--- src/rtl/jpeg_rom_reader_if.sv ---
// ROM fetch bus plus output byte stream of the JPEG ROM reader.
// master = reader side, slave = ROM/consumer side.
interface jpeg_rom_reader_if #(
    parameter int ADDR_WIDTH = 16
);
    logic                  rom_rd_en;
    logic [ADDR_WIDTH-1:0] rom_addr;
    logic [7:0]            rom_data;
    logic                  rom_done;
    logic [7:0]            byte_data;
    logic                  byte_valid;
    logic                  byte_ready;
    logic                  byte_last;

    modport master (
        output rom_rd_en, rom_addr,
        output byte_data, byte_valid, byte_last,
        input  rom_data, rom_done, byte_ready
    );

    modport slave (
        input  rom_rd_en, rom_addr,
        input  byte_data, byte_valid, byte_last,
        output rom_data, rom_done, byte_ready
    );
endinterface

--- src/rtl/jpeg_rom_reader.sv ---
// Streams ROM bytes from address 0 to a valid/ready sink.
// Define JPEG_ROM_READER_EOI_DETECT_EN to stop at an FF D9 marker.
module jpeg_rom_reader #(
    parameter int ADDR_WIDTH = 16
) (
    input  logic                clk,
    input  logic                rst,
    input  logic                start,
    jpeg_rom_reader_if.master   bus,
    output logic                busy,
    output logic                done,
    output logic [ADDR_WIDTH:0] byte_count
);
    typedef enum logic [1:0] {
        IDLE, FETCH, DRAIN, DONE
    } state_e;

    state_e                state_q, state_d;
    logic [ADDR_WIDTH-1:0] rom_addr_q, rom_addr_d;
    logic [7:0]            byte_data_q, byte_data_d;
    logic                  byte_valid_q, byte_valid_d;
    logic                  byte_last_q, byte_last_d;
    logic [ADDR_WIDTH:0]   byte_count_q, byte_count_d;
    logic                  load, hs, eoi, is_last, restart;

`ifdef JPEG_ROM_READER_EOI_DETECT_EN
    logic [7:0] prev_q, prev_d;

    always_ff @(posedge clk or negedge rst) begin
        if (!rst) prev_q <= 8'h00;
        else      prev_q <= prev_d;
    end

    always_comb begin
        prev_d = prev_q;
        if (restart)   prev_d = 8'h00;
        else if (load) prev_d = bus.rom_data;
    end

    assign eoi = (prev_q == 8'hFF) && (bus.rom_data == 8'hD9);
`else
    assign eoi = 1'b0;
`endif

    always_ff @(posedge clk or negedge rst) begin
        if (!rst) begin
            state_q      <= IDLE;
            rom_addr_q   <= '0;
            byte_data_q  <= 8'h00;
            byte_valid_q <= 1'b0;
            byte_last_q  <= 1'b0;
            byte_count_q <= '0;
        end else begin
            state_q      <= state_d;
            rom_addr_q   <= rom_addr_d;
            byte_data_q  <= byte_data_d;
            byte_valid_q <= byte_valid_d;
            byte_last_q  <= byte_last_d;
            byte_count_q <= byte_count_d;
        end
    end

    always_comb begin
        state_d = state_q;
        unique case (state_q)
            IDLE, DONE: if (start)           state_d = FETCH;
            FETCH:      if (load && is_last) state_d = DRAIN;
            DRAIN:      if (hs)              state_d = DONE;
            default:                         state_d = IDLE;
        endcase
    end

    always_comb begin
        restart = start && (state_q == IDLE || state_q == DONE);
        load    = (state_q == FETCH) && (!byte_valid_q || bus.byte_ready);
        hs      = byte_valid_q && bus.byte_ready;
        is_last = bus.rom_done || eoi;

        rom_addr_d   = rom_addr_q;
        byte_data_d  = byte_data_q;
        byte_valid_d = byte_valid_q;
        byte_last_d  = byte_last_q;
        byte_count_d = byte_count_q + {{ADDR_WIDTH{1'b0}}, hs};

        if (restart) begin
            rom_addr_d   = '0;
            byte_valid_d = 1'b0;
            byte_last_d  = 1'b0;
            byte_count_d = '0;
        end else if (load) begin
            // hold at all-ones so the address never wraps to 0
            if (!bus.rom_done) rom_addr_d = rom_addr_q + 1'b1;
            byte_data_d  = bus.rom_data;
            byte_valid_d = 1'b1;
            byte_last_d  = is_last;
        end else if (state_q == DRAIN && hs) begin
            byte_valid_d = 1'b0;
            byte_last_d  = 1'b0;
        end
    end

    assign bus.rom_rd_en  = load;
    assign bus.rom_addr   = rom_addr_q;
    assign bus.byte_data  = byte_data_q;
    assign bus.byte_valid = byte_valid_q;
    assign bus.byte_last  = byte_last_q;
    assign busy           = (state_q == FETCH) || (state_q == DRAIN);
    assign done           = (state_q == DONE);
    assign byte_count     = byte_count_q;
endmodule

--- src/flat_wrapper.sv ---
// flat-port wrapper written by rule: the top's interface ports become plain ports
module jpeg_rom_reader_flat 
#(
    parameter int ADDR_WIDTH = 16
)
  (clk, rst, start, busy, done, byte_count, bus_rom_rd_en, bus_rom_addr, bus_byte_data, bus_byte_valid, bus_byte_last, bus_rom_data, bus_rom_done, bus_byte_ready);
  jpeg_rom_reader_if #(.ADDR_WIDTH(ADDR_WIDTH)) bus_i ();
  input  logic clk;
  input  logic rst;
  input  logic start;
  output logic busy;
  output logic done;
  output logic [ADDR_WIDTH:0] byte_count;
  output wire logic [$bits(bus_i.rom_rd_en)-1:0] bus_rom_rd_en;
  output wire logic [$bits(bus_i.rom_addr)-1:0] bus_rom_addr;
  output wire logic [$bits(bus_i.byte_data)-1:0] bus_byte_data;
  output wire logic [$bits(bus_i.byte_valid)-1:0] bus_byte_valid;
  output wire logic [$bits(bus_i.byte_last)-1:0] bus_byte_last;
  input wire logic [$bits(bus_i.rom_data)-1:0] bus_rom_data;
  input wire logic [$bits(bus_i.rom_done)-1:0] bus_rom_done;
  input wire logic [$bits(bus_i.byte_ready)-1:0] bus_byte_ready;
  assign bus_rom_rd_en = bus_i.rom_rd_en;
  assign bus_rom_addr = bus_i.rom_addr;
  assign bus_byte_data = bus_i.byte_data;
  assign bus_byte_valid = bus_i.byte_valid;
  assign bus_byte_last = bus_i.byte_last;
  assign bus_i.rom_data = bus_rom_data;
  assign bus_i.rom_done = bus_rom_done;
  assign bus_i.byte_ready = bus_byte_ready;
  jpeg_rom_reader #(.ADDR_WIDTH(ADDR_WIDTH)) u_core (.clk(clk), .rst(rst), .start(start), .bus(bus_i), .busy(busy), .done(done), .byte_count(byte_count));
endmodule
--- config.mk ---
export PLATFORM = sky130hd
export DESIGN_NAME = jpeg_rom_reader_flat
export DESIGN_NICKNAME = d
export VERILOG_FILES = /design/src/rtl/jpeg_rom_reader_if.sv /design/src/rtl/jpeg_rom_reader.sv /design/src/flat_wrapper.sv
export SDC_FILE = /design/constraint.sdc
export NUM_CORES = 1
export LEC_CHECK = 0
export ABC_AREA = 1
export BUFFER_PORTS_ARGS = -buffer_cell sky130_fd_sc_hd__buf_4
export CELL_PAD_IN_SITES_DETAIL_PLACEMENT = 0
export CELL_PAD_IN_SITES_GLOBAL_PLACEMENT = 1
export CORE_ASPECT_RATIO = 0.6
export CORE_UTILIZATION = 39
export CTS_CLUSTER_DIAMETER = 80
export DETAILED_ROUTE_END_ITERATION = 6
export GPL_ROUTABILITY_DRIVEN = 0
export PLACE_DENSITY = 0.89
export SYNTH_ARGS = -nofsm -noshare
export SYNTH_HDL_FRONTEND = slang
export SYNTH_SLANG_ARGS = --single-unit
--- constraint.sdc ---
create_clock -name clk -period 1.8 [get_ports clk]
set_clock_uncertainty 0.1 [all_clocks]
set_input_delay 0.27 -clock clk [delete_from_list [all_inputs] [get_ports clk]]
set_output_delay 0.27 -clock clk [all_outputs]
set_load 0.005 [all_outputs]
Word level (Yosys, flattened, before mapping) --
Index checks and enable logic that the tools add are counted.
Storage, ports and cells: register bits 45, bits of input ports 13, word-level logic and storage cells 45
Cells by class: $add $sub $neg 2, equality and inequality tests 7, mux-type cells 13, bitwise logic cells 1, reductions and logical operators 16
Operators with widths (number):
- 2-to-1 mux 16 bit | 3
- adder 17 x 1 -> 17 bit | 1
- 2-to-1 mux 17 bit | 1
- adder 16 x 1 -> 16 bit (second input constant) | 1
- 2-to-1 mux 2 bit | 3
- != test 2 x 1 -> 1 bit (second input constant) | 3
- one-hot mux 2 bit (3 select lines) | 1
- logical AND 1 bit | 5
- 2-to-1 mux 1 bit | 5
- equality test 2 bit (second input constant) | 2
- AND reduction 2 bit | 2
- logical OR 1 bit | 3
- AND reduction 3 bit | 1
- nonzero test 3 bit | 1
- equality test 2 x 1 -> 1 bit (second input constant) | 1
- logical NOT 2 bit | 1
- != test 2 bit (second input constant) | 1
- nonzero test 2 bit | 1
- OR reduction 2 bit | 1
- logical NOT 1 bit | 1
- NOT 1 bit | 1

Longest topological paths before layout --
Gate-level depths: netlist of the first run.
depth after elaboration 6, gate-level depth with buffers 11

Worst setup path after synthesis of the first run --
No wires, ideal clock.
kind register -> register, start point register u_core.state_q[0], end point register u_core.byte_data_q[0], in the netlist u_core.bus.byte_data[0], arrival 1.366 ns, required time 1.575 ns, path slack 0.209 ns, stages on the path, launching flop included 6, clock period less this slack 1.591 ns, cell sequence dfrtp_1 -> inv_1 -> ha_1 -> nand2_1 -> nand2_4 -> mux2_4
On the way: longest elaborated chain between the ends 5, elaborated cells on any way between the ends 8, those cells by class 2 x eq/ne; 1 x bitwise; 5 x reduce/logical
RTL lines:
- start, declared | line jpeg_rom_reader.sv:18 | state_e state_q, state_d;
- start signal, assigned | line jpeg_rom_reader.sv:54 | state_q <= state_d;
- equality test 2 bit or logical NOT 2 bit (tied branches) | line jpeg_rom_reader.sv:74 | restart = start && (state_q == IDLE || state_q == DONE);
- logical OR 1 bit | line jpeg_rom_reader.sv:74
- logical AND 1 bit | line jpeg_rom_reader.sv:74
- NOT 1 bit (no line)
- AND reduction 2 bit (no line) *
- end signal, assigned | line jpeg_rom_reader.sv:56 | byte_data_q <= byte_data_d;
- end, declared | line jpeg_rom_reader.sv:20 | logic [7:0] byte_data_q, byte_data_d;
Mark *: on every way between the ends. The rest lies on a longest branch, timed or not. A chain may end at the register's enable or synchronous reset.

Final worst setup path of the first run --
start point register u_core.state_q[1], end point output bus_rom_rd_en
On the way: longest elaborated chain between the ends 2
RTL lines:
- equality test 2 x 1 -> 1 bit | line jpeg_rom_reader.sv:75 | load = (state_q == FETCH) && (!byte_valid_q || bus.byte_ready);
- logical AND 1 bit | line jpeg_rom_reader.sv:75
- end, declared | line flat_wrapper.sv:14 | output wire logic [$bits(bus_i.rom_rd_en)-1:0] bus_rom_rd_en;
Every way passes these cells.

==> impl_metrics.json, run 1 <==
{
  "worstMarginPinSlew_ps": 584,
  "cts_root_buf": "clkbuf_8",
  "fp-row-count": 21,
  "fp.dieH_um": 62.3,
  "grt_overflow": 0,
  "dp_slack_ps": 118,
  "final_cell_mix": "71 x nand2_1, 62 x buf_4, 45 x dfrtp_1, 36 x nor2_1, 33 x inv_1",
  "synth.area.top_cells": "dfrtp_1 48%, nand2_1 11%, nor2_1 5.7%",
  "synth_warnings": 0,
  "cts_sinks": 45,
  "wl_um": 5560,
  "crit_fanout": 4,
  "fin_setup_tns_ps": 0,
  "hpwl_um": 3960,
  "netlist_instances": 287,
  "avgSynthCellArea_um2": 8.23,
  "antenna_left": 0,
  "cts_tree": "yes",
  "core-area_um2": 5700,
  "diodes": 0,
  "grt_usage": 0.181,
  "layout-drive-gt1-share": 0.270,
  "fin_cells": 436,
  "io_buffers": 58,
  "synth-seq-area-share": 0.477,
  "setup_viol": 0,
  "worstPathArrival_ps": 1330,
  "cts_buffers": 5,
  "grt_pass1_wl_um": 9080,
  "die_x_um": 102,
  "regToRegSetupSlack_ps": 150,
  "max_freq_mhz": 587,
  "clk_path_buf_depth": 2,
  "pin_count": 59,
  "layout_setup_ws_ps": 96.6,
  "vias_per_cell": 4.77,
  "drt_iter0_markers": 126,
  "required_ps": 1430,
  "synth_cell_types": 26,
  "synth_top_area_share": 0.477,
  "grt_pass1_vias": 1896,
  "dp_cells": 426,
  "final_common_cell": "nand2_1",
  "slew_viol_final": 0,
  "htree_levels": 2,
  "start_kind": "register",
  "rsz0062_at_grt": "no",
  "power_leakage_nw": 1.55,
  "area_growth_pct": 31.3,
  "yosys_register_bits": 45,
  "nNetsFinal": 374,
  "clkLatencyLatePin_ps": 300,
  "fin_crit_ps": 1700,
  "antenna_found_initial": 0,
  "drc": 0,
  "synth_top_cell_by_area": "dfrtp_1",
  "slew_headroom": 0.611,
  "syn-num-nets": 306,
  "fill_cells": 538,
  "status": "complete, no violations",
  "endpoint_kind": "primary output",
  "routedWlPerCell_um": 12.8,
  "die_area_um2": 6380,
  "setup.worst_path.class": "reg2out",
  "hold_violations": 0,
  "p_per_area_nw_per_um2": 1210,
  "path_clk_slew_ps": 100,
  "post-route-period-util": 0.946,
  "min_path_type": "in2reg",
  "grt_max_degree": 46,
  "ir_worst_vdd_mv": 0.766,
  "vias": 2081,
  "start_util": 0.414,
  "dr.pass1.iters": 4,
  "cap_violations": 0,
  "syn_area_um2": 2360,
  "totalPowerFinal_w": 0.00376
}
[state kept, by name (all words and copies together), names as in the netlist]
name	flops
u_core.state_q	2
u_core.bus.rom_addr	16
u_core.bus.byte_last	1
u_core.byte_count	17
u_core.bus.byte_valid	1
u_core.bus.byte_data	8
[cells in the mapped netlist]
master	n
o21bai_1	1
inv_2	1
and2_1	1
nand2_2	1
buf_2	3
o21ai_0	16
a31oi_1	2
a21oi_1	14
mux2_4	8
o211ai_1	1
nand3_1	16
buf_6	1
ha_1	6
o2111ai_1	1
dfrtp_1	45
nor2_1	36
nor3b_1	1
nand2_1	72
nand4_1	9
nand2_4	2
a21oi_4	1
nor3_1	7
nor2_2	6
nand3_2	2
a211oi_1	1
inv_1	33
[critical path, stage by stage (launching register included)]
cell and delay (ps):
dfrtp_1 420, inv_1 110, ha_4 160, inv_2 50, a21oi_4 160, buf_4 140
[area by class of cell]
type,count,area [µm²],area share
clock buffers,5,68.8,0.0222
clock inverters,3,46.3,0.0149
inverters,34,128,0.0411
well taps,80,100,0.0323
repair buffers,65,520,0.168
multi-input cells,204,1110,0.359
flip-flops and latches,45,1130,0.363
[metrics by stage]
stage	hold WS, ps	utilization	instance area [µm²]
detailed placement	211	0.512	2920
global placement	212	0.512	2920
CTS	86.5	0.534	3050
floorplan	-126	-	2360
global route	71.8	0.544	3100
finish	93.1	0.544	3100
[timing repair]
item,CTS,global route
endpoints found under the hold margin,45,0
setup endpoints to repair,0,6
hold buffers,1,0
buffers inserted,0,0
resized for setup,0,7
[routing by layer]
layer,vias to the layer above,GRT usage,part of all wire
met1,953,0.296,0.55
met5,-,0,0
met3,2,0.0462,0.060
li1,1067,-,-
met4,0,0.0214,0.0014
met2,59,0.241,0.39
[cell families after synthesis]
logic type      count (synthesis)  synth area share
simple gates                  153             0.287
flops                          45             0.477
buf+inv                        38            0.0651
compound gates                 37            0.0890
mux                             8            0.0508
fa+ha+maj                       6            0.0318
[report_power, final]
part           switching, W  leakage, nW  internal [W]
combinational      0.000805        0.891      0.000812
clock              0.000362       0.0543      0.000416
sequential         0.000161        0.600       0.00121
[path summary, 6_finish.rpt]
path                                 startpoint                       to  cells past startpoint
max                           u_core.state_q[1]            bus_rom_rd_en                      5
min                             bus_rom_data[5]  u_core.bus.byte_data[5]                      2
max reg2reg                   u_core.state_q[1]   u_core.bus.rom_addr[9]                      6
min reg2reg                u_core.byte_count[7]     u_core.byte_count[7]                      1
max in group asynchronous                   rst  u_core.bus.byte_data[0]                      2
min in group asynchronous                   rst    u_core.byte_count[10]                      2
Note: power is estimated with default switching activity, not from simulation.
==> inputs of run 2 (changes only) <==
--- a/config.mk
+++ b/config.mk
@@ -5,16 +5,14 @@
 export SDC_FILE = /design/constraint.sdc
 export NUM_CORES = 1
 export LEC_CHECK = 0
-export ABC_AREA = 1
 export BUFFER_PORTS_ARGS = -buffer_cell sky130_fd_sc_hd__buf_4
 export CELL_PAD_IN_SITES_DETAIL_PLACEMENT = 0
 export CELL_PAD_IN_SITES_GLOBAL_PLACEMENT = 1
 export CORE_ASPECT_RATIO = 0.6
 export CORE_UTILIZATION = 39
-export CTS_CLUSTER_DIAMETER = 80
 export DETAILED_ROUTE_END_ITERATION = 6
 export GPL_ROUTABILITY_DRIVEN = 0
-export PLACE_DENSITY = 0.89
+export PLACE_DENSITY = 0.87
 export SYNTH_ARGS = -nofsm -noshare
 export SYNTH_HDL_FRONTEND = slang
 export SYNTH_SLANG_ARGS = --single-unit
==> run 2 against run 1 <==
Compared with the run above: sequential power is 4% lower; maximum frequency is 14% lower; critical path type is now reg2reg; register-to-register slack worse by 340 ps; highest routed layer unchanged; the run now ends with design-rule violations, negative setup slack left; largest power group unchanged; combinational power hardly changed; die area is 7.5% lower; cell count is 13% lower; clock power is 17% higher.
==> impl_metrics.json, run 2 <==
{
  "synth_top_area_share": 0.516,
  "antenna_left": 0,
  "p_per_area_nw_per_um2": 1160,
  "htree_levels": 2,
  "nNetsFinal": 333,
  "cts_tree": "yes",
  "syn-num-nets": 233,
  "worstHoldStart": "bus_rom_data[7]",
  "diodes": 0,
  "synth_warnings": 0,
  "hpwl_um": 3770,
  "start_util": 0.417,
  "fill_cells": 428,
  "synth_top_family_by_area": "simple AND/OR/NAND/NOR gates",
  "path_clk_slew_ps": 90,
  "synth_edf_count": 0,
  "fin_crit_ps": 1990,
  "io_buffers": 58,
  "final_cell_mix": "93 x buf_4, 45 x dfrtp_1, 21 x nor2_1, 16 x nand2_1, 13 x a21oi_1",
  "routedWlPerCell_um": 14.5,
  "wl_um": 5530,
  "netlist_instances": 214,
  "vias_per_cell": 5.13,
  "holdPathStages": 2,
  "drt_iter0_markers": 94,
  "rsz0062_at_grt": "yes",
  "synth-simple-area-share": 0.206,
  "synth_cell_types": 32,
  "totalPowerFinal_w": 0.00384,
  "cts_buffers": 5,
  "status": "complete, but fails checks",
  "hold_violations": 0,
  "grt_pass1_vias": 1870,
  "antenna_found_initial": 0,
  "grt_overflow": 0,
  "register_area_um2": 1130,
  "r2r-end": "u_core.bus.rom_addr[12]",
  "grt_max_degree": 46,
  "endpoint_kind": "register",
  "grt_usage": 0.197,
  "layout_setup_ws_ps": -188,
  "ir_worst_vdd_mv": 0.573,
  "crit_fanout": 7,
  "post-route-period-util": 1.10,
  "reg2reg_from": "u_core.state_q[1]",
  "cts_root_buf": "clkbuf_8",
  "muxShareOfSynthArea": 0.0505,
  "r2r_cells": 7,
  "area_growth_pct": 51.1,
  "fp-row-count": 20,
  "synthAdderAreaFrac": 0.0344,
  "clkLatencyLatePin_ps": 300,
  "post-route-cell-area_um2": 3300,
  "vias": 1955,
  "synth-xor-area-share": 0.0683,
  "synth_most_common_cell": "dfrtp_1",
  "largest_reg_flops": 17,
  "holdPathEnd": "u_core.bus.byte_data[7]",
  "yosys_register_bits": 45,
  "slew_headroom": 0.615,
  "syn_area_um2": 2180,
  "pin_count": 59,
  "grt_pass1_wl_um": 8890,
  "cts_sinks": 45,
  "start_kind": "register",
  "layout-drive-gt1-share": 0.441,
  "synth-seq-area-share": 0.516,
  "yosys-top-cells-count": "45 x dfrtp_1, 22 x nor2_1, 18 x nand2_1",
  "slew_viol_final": 0,
  "setup_viol": 13,
  "fin_hold_ws_ps": 96.6,
  "cap_violations": 0,
  "worstMarginPinSlew_ps": 577,
  "die_x_um": 98.5,
  "fp.dieH_um": 59.9,
  "drc": 2,
  "power_leakage_nw": 1.58,
  "clk_path_buf_depth": 2,
  "dr.pass1.iters": 6,
  "multiInputGateArea_um2": 1130,
  "avgSynthCellArea_um2": 10.2,
  "synth_top_cell_by_area": "dfrtp_1",
  "synth.area.top_cells": "dfrtp_1 52%, xnor2_1 4.8%, mux2_2 4.1%",
  "setup.worst_path.class": "reg2reg",
  "core-area_um2": 5230,
  "die_area_um2": 5910,
  "max_freq_mhz": 503,
  "worstPathArrival_ps": 2120,
  "synthArstFlopShare": 1.00,
  "post_dp_cell_area_um2": 2960,
  "min_path_type": "in2reg",
  "ys.flop_type": "dfrtp_1",
  "violations": "design-rule violations, negative setup slack",
  "required_ps": 1930,
  "regToRegSetupSlack_ps": -190,
  "final_common_cell": "buf_4",
  "synth_compound_area_frac": 0.0895
}
[run 2: layout make-up]
cell class,count,share of cell area
sequential,45,0.342
inverter,8,0.00911
clock buffer,5,0.0209
tap,66,0.0251
multi-input combinational,153,0.342
clock inverter,3,0.0197
timing repair buffer,101,0.241
[run 2: cell families (layout without fill, tap and decap cells)]
group | count (synthesis) | in the layout
AND/OR/NAND/NOR | 85 | 85
flip-flops | 45 | 45
AO/OA/AOI/OAI | 35 | 35
XOR/XNOR | 17 | 17
buffers and inverters | 16 | 117
multiplexers | 10 | 10
adder cells (fa/ha/maj) | 6 | 6
[run 2: worst max-delay path by stage]
stage,startpoint,end
2_1_floorplan,u_core.state_q[1],u_core.bus.rom_addr[11]
3_3_place_gp,u_core.state_q[1],u_core.bus.rom_addr[11]
3_5_place_dp,u_core.state_q[1],u_core.bus.rom_addr[11]
4_1_cts,u_core.state_q[1],u_core.bus.rom_addr[12]
5_1_grt,u_core.state_q[1],u_core.bus.rom_addr[15]
6_report,u_core.state_q[1],u_core.bus.rom_addr[12]
[run 2: power by group]
group          switching [W]  internal [W]  leakage, nW
clock network       0.000359      0.000552       0.0681
logic               0.000711      0.000900        0.917
registers           0.000129       0.00119        0.598
[run 2: worst max-delay path: stages, from the launching register on]
cell	delay, ps
dfrtp_1	400
inv_2	70
ha_4	140
nand2b_4	50
or4_4	470
buf_4	180
or4_1	400
a21oi_1	130
[run 2: metal layers]
layer | part of all wire | vias to the layer above | GRT usage
li1 | - | 947 | -
met2 | 0.44 | 57 | 0.310
met4 | 0.011 | 0 | 0.0490
met1 | 0.50 | 944 | 0.274
met5 | 0 | - | 0
met3 | 0.054 | 7 | 0.0526
[run 2: what timing repair did]
action / in CTS / in global routing
pin swaps: 4 / 8
buffers inserted: 7 / 2
hold endpoints to repair: 45 / 0
cloned: 0 / 0
hold buffers: 1 / 0
resized for setup: 8 / 26
endpoints found under the setup margin: 14 / 33
[run 2: through the flow]
stage	std cells	TNS [ps]	util	setup slack (ps)
final	381	-1660	0.630	-188
after floorplan	214	-2010	-	-305
after global routing	381	-2580	0.630	-262
after global placement	365	-504	0.566	-126
after CTS	381	-1570	0.614	-186
after detailed placement	365	-980	0.566	-219
